[config.mk]
export PLATFORM = sky130hd
export DESIGN_NAME = xy_output_arbiter
export DESIGN_NICKNAME = d
export VERILOG_FILES = /design/src/rtl/xy_output_arbiter_pkg.sv /design/src/rtl/xy_output_arbiter_rr_pick.sv /design/src/rtl/xy_output_arbiter.sv
export SDC_FILE = /design/constraint.sdc
export NUM_CORES = 1
export LEC_CHECK = 0
export CORE_MARGIN = 3
export CORE_UTILIZATION = 55
export CTS_CLUSTER_SIZE = 12
export DETAILED_ROUTE_END_ITERATION = 12
export PLACE_DENSITY_LB_ADDON = 0.25
export SETUP_SLACK_MARGIN = 0.2
export SLEW_MARGIN = 10
export SYNTH_ARGS = -nofsm -noshare
export SYNTH_HDL_FRONTEND = slang
export SYNTH_HIERARCHICAL = 1
export SYNTH_SLANG_ARGS = --single-unit
[constraint.sdc]
create_clock -name clk_i -period 3.9 [get_ports clk_i]
set_clock_uncertainty 0.1 [all_clocks]
set_input_delay 0.585 -clock clk_i [delete_from_list [all_inputs] [get_ports clk_i]]
set_output_delay 0.585 -clock clk_i [all_outputs]
set_load 0.05 [all_outputs]
[src/rtl/xy_output_arbiter_pkg.sv]
// Shared types for the per-output wormhole arbiter.
// Default sizing matches a full 5-port mesh switch.
package xy_output_arbiter_pkg;

  localparam int ARB_IN_N   = 5;
  localparam int ARB_IN_N_W = 3;

  typedef enum logic {
    ST_IDLE = 1'b0,
    ST_BUSY = 1'b1
  } arb_state_e;

endpackage

[src/rtl/xy_output_arbiter_rr_pick.sv]
// Rotating priority encoder: first requester at or after ptr.
// Pure combinational; reused by the output arbiter.
module xy_output_arbiter_rr_pick #(
  parameter int N = 5,
  parameter int W = 3
) (
  input  logic [N-1:0] req_i,
  input  logic [W-1:0] ptr_i,
  output logic [W-1:0] win_o,
  output logic         any_o
);

  logic [W:0] idx;

  // scan ptr, ptr+1, ... modulo N and keep the first hit
  always_comb begin
    win_o = '0;
    any_o = 1'b0;
    idx   = '0;
    for (int i = 0; i < N; i++) begin
      idx = {1'b0, ptr_i} + (W+1)'(i);
      if (idx >= (W+1)'(N))
        idx = idx - (W+1)'(N);
      if (!any_o && req_i[idx[W-1:0]]) begin
        win_o = idx[W-1:0];
        any_o = 1'b1;
      end
    end
  end

endmodule

[src/rtl/xy_output_arbiter.sv]
// Per-output wormhole arbiter: round-robin grant,
// locked until the granted input's tail flit leaves.
module xy_output_arbiter
  import xy_output_arbiter_pkg::*;
#(
  parameter int IN_N   = ARB_IN_N,
  parameter int IN_N_W = ARB_IN_N_W
) (
  input  logic              clk_i,
  input  logic              rst_ni,
  input  logic [IN_N-1:0]   req_i,
  input  logic [IN_N-1:0]   last_i,
  input  logic              out_rdy_i,
  output logic              out_vld_o,
  output logic [IN_N-1:0]   in_rdy_o,
  output logic [IN_N_W-1:0] mux_sel_o,
  output logic              busy_o
);

  arb_state_e        state_q, state_d;
  logic [IN_N_W-1:0] grant_q, grant_d;
  logic [IN_N_W-1:0] ptr_q, ptr_d;
  logic [IN_N_W-1:0] ptr_inc;
  logic [IN_N_W-1:0] win;
  logic              any;
  logic              xfer;
  logic [IN_N-1:0]   grant_oh;

  xy_output_arbiter_rr_pick #(
    .N (IN_N),
    .W (IN_N_W)
  ) u_pick (
    .req_i (req_i),
    .ptr_i (ptr_q),
    .win_o (win),
    .any_o (any)
  );

  assign xfer    = busy_o & req_i[grant_q] & out_rdy_i;
  assign ptr_inc = (grant_q == IN_N_W'(IN_N-1))
                 ? '0 : grant_q + IN_N_W'(1);

  // next state: arbitrate in IDLE, release on tail transfer
  always_comb begin
    state_d = state_q;
    grant_d = grant_q;
    ptr_d   = ptr_q;
    unique case (state_q)
      ST_IDLE: begin
        if (any) begin
          grant_d = win;
          state_d = ST_BUSY;
        end
      end
      ST_BUSY: begin
        if (xfer && last_i[grant_q]) begin
          ptr_d   = ptr_inc;
          state_d = ST_IDLE;
        end
      end
    endcase
  end

  // state, grant and rr pointer registers
  always_ff @(posedge clk_i) begin
    if (!rst_ni) begin
      state_q <= ST_IDLE;
      grant_q <= '0;
      ptr_q   <= '0;
    end else begin
      state_q <= state_d;
      grant_q <= grant_d;
      ptr_q   <= ptr_d;
    end
  end

  assign grant_oh  = IN_N'(1) << grant_q;
  assign busy_o    = (state_q == ST_BUSY);
  assign out_vld_o = busy_o & req_i[grant_q];
  assign in_rdy_o  = (busy_o & out_rdy_i) ? grant_oh : '0;
  assign mux_sel_o = grant_q;

endmodule
==> impl_metrics.yaml <==
floorplanning:
  coreArea_um2: 2610
  io_pins: 23
  start_util_pct: 61.1
  rows: 18
  die_h_um: 59.9
  dieArea_um2: 3580
  die_x_um: 59.9
logic_synthesis:
  synth_cells: 195
  synthSimpleGateAreaFrac_pct: 32.2
  ys_async_sr_fraction_pct: 0
  synth_top_cells_by_count: "nand2_1 (15), ha_1 (13), nor2_1 (13), a21oi_1 (11), o21ai_0 (11)"
  synth_area_leaders: "ha_1 (10%), dfxtp_1 (8.8%), mux2i_1 (6.3%)"
  netlist.area_leader.share_pct: 10.2
  synth.area.mux_share_pct: 9.96
  syn-num-nets: 222
  synth_top_family_by_area: "simple AND/OR/NAND/NOR gates"
  synth_ff_type: "dfxtp_1"
  yosysSeqAreaShare_pct: 8.78
  yosys.cell_types.count: 75
  synth_compound_area_share_pct: 27.6
  synth_most_common_cell: "nand2_1"
  yosysTopAreaCell: "ha_1"
  synthAdderAreaFrac_pct: 11.5
  synth_edf_count: 0
  synth_seq_cells: 7
  syn_avg_cell_area_um2: 8.18
  yosys_warnings: 6
  synth_xor_area_share_pct: 3.84
  syn_area_um2: 1600
worst_setup_path:
  worstPathMaxFanout: 13
  cp-start-kind: "flop"
  worstRegToRegCells: 12
  cp-end-kind: "flop"
  worstPathRequired_ps: 3960
  arrival_ps: 3490
  critPathMaxStageDelay_ps: 490
  path_class: "flop to flop"
  worstPathCellList: "ha_1, inv_1, fa_1, a21oi_2, mux2i_2, mux2i_1, nor3b_4, nor2_2, mux2_1, a311o_1, a21oi_1, nor2b_1"
  slowest_stage: "dfxtp_2"
detailed_routing:
  via_per_inst: 6.57
  wl_per_cell_um: 17.9
  drc: 0
  vias: 1617
  initialDrtViolationCount: 110
  drt_pre_antenna_iters: 5
  drt-total-wl_mm: 4.40
  drtAntennaViolNets: 0
sta:
  relSlewSlack_pct: 57.9
  rsz0062_at_grt: "false"
  max_slew.worst_pin.slew_ps: 629
  slew_viol_final: 0
  setup_ws_ps: 467
  fmaxAchievable_ghz: 0.291
  min_period_ps: 3430
  fin_crit_sh_pct: 88.0
  finalSetupTns_ps: 0
  hold_violations: 0
  setup_viol_count_final: 0
grt:
  grt_pass1_wl_mm: 7.31
  grt_pass1_vias: 1605
  grt-ovfl-total: 0
  grt_max_degree: 19
  grtUsageTotal_pct: 27.0
  grt_antenna_before_repair: 0
run_status:
  status: "completed"
clock_network:
  post_cts_buffers: 0
  root_buffer: "clkbuf_4"
  clk_latency_ps: 270
  cts_buffers: 3
  cts_sinks: 7
  cts.path.max_buffers: 2
  tritoncts: "done"
  clkTransAtPathRegs_ps: 50
  htreeDepth: 1
placed_design:
  io_buffers: 22
  gp_congestion: 0.916
  dpl.hpwl_mm: 3.46
  place_ws_ps: 305
power:
  power_density_nw_per_um2: 236
  peakVddDrop_mv: 0.284
  p_leak_nw: 0.709
final_layout:
  drive_gt1_share_pct: 14.8
  syn_to_final_growth_pct: 15.7
  final_core_util_pct: 70.6
  antenna_cells: 0
  nets: 244
hold_path:
  hp-class: "flop to flop"
  holdPathStages: 2
job:
  drv_cap: 0
placed cells by master, fill, tap and decap left out, drive strengths merged, types with 3 or more instances in the layout:
cell	n
nand3	4
o21a	3
nor2	14
and4	3
nor4	3
and3	3
inv	12
o21ai	12
and2	4
clkdlybuf4s50	22
nand2	15
a21oi	13
mux2i	11
nor3	7
nor2b	7
xnor2	7
ha	13
nor3b	3
clkbuf	4
a211oi	6
dfxtp	7
power by group:
group / internal, mW / switching (mW)
sequential: 0.0770 / 0.0128
clock: 0.0393 / 0.0302
combinational: 0.114 / 0.162
metrics by stage:
| step | cells | hold WS, ps | total power, mW | cell area, µm² |
|---|---|---|---|---|
| after floorplan | 195 | 381 | 0.292 | 1600 |
| after global placement | 242 | 528 | 0.352 | 1820 |
| after detailed placement | 242 | 535 | 0.361 | 1820 |
| after CTS | 246 | 554 | 0.433 | 1840 |
| after global routing | 246 | 545 | 0.464 | 1850 |
| final | 246 | 497 | 0.435 | 1850 |
sequential cells by signal (all words and copies together) (netlist names):
register,count
mux_sel_o,3
ptr_q,3
busy_o,1
per-layer routing:
metal | GRT usage, % | routed length [µm] | share of wire, % | vias up
met5 | 0 | 0 | 0 | -
met4 | 21.8 | 276 | 6.3 | 0
met3 | 4.10 | 338 | 7.7 | 30
met2 | 43.8 | 2060 | 47 | 82
met1 | 30.9 | 1720 | 39 | 733
li1 | - | - | - | 772
critical path: cells and delay by family, from the launching register on:
family | cells | cell delay (ps)
mux | 3 | 860
compound gates | 3 | 690
fa+ha+maj | 2 | 620
simple gates | 3 | 510
flops | 1 | 490
buf+inv | 1 | 50
kinds of logic after synthesis:
family / after synthesis
AOI/OAI and AO/OA: 57
xor gates and xnor gates: 7
adders and majority gates: 14
buffers and inverters: 19
DFF: 7
muxes: 14
and+or+nand+nor: 77
area by class of cell:
cell class / instances / area (µm²)
fill: 219 / 767
sequential: 7 / 141
tap: 30 / 37.5
multi-input combinational: 169 / 1360
timing repair buffer: 24 / 235
inverter: 12 / 47.5
clock buffer: 4 / 26.3
repair_timing:
| item | 4_1_cts | 5_1_grt |
|---|---|---|
| setup endpoints to repair | 0 | 3 |
| hold buffers | 0 | 0 |
| gates resized for setup | 0 | 1 |
worst paths after layout:
check                        startpoint                         to  slack, ps
setup / recovery  ptr_q[1]$_SDFFE_PN0P_  mux_sel_o[1]$_SDFFE_PN0P_        470
hold reg to reg   ptr_q[1]$_SDFFE_PN0P_      ptr_q[1]$_SDFFE_PN0P_        500
hold / removal    ptr_q[1]$_SDFFE_PN0P_      ptr_q[1]$_SDFFE_PN0P_        500
setup reg to reg  ptr_q[1]$_SDFFE_PN0P_  mux_sel_o[1]$_SDFFE_PN0P_        470
(Power assumes the default switching activity.)
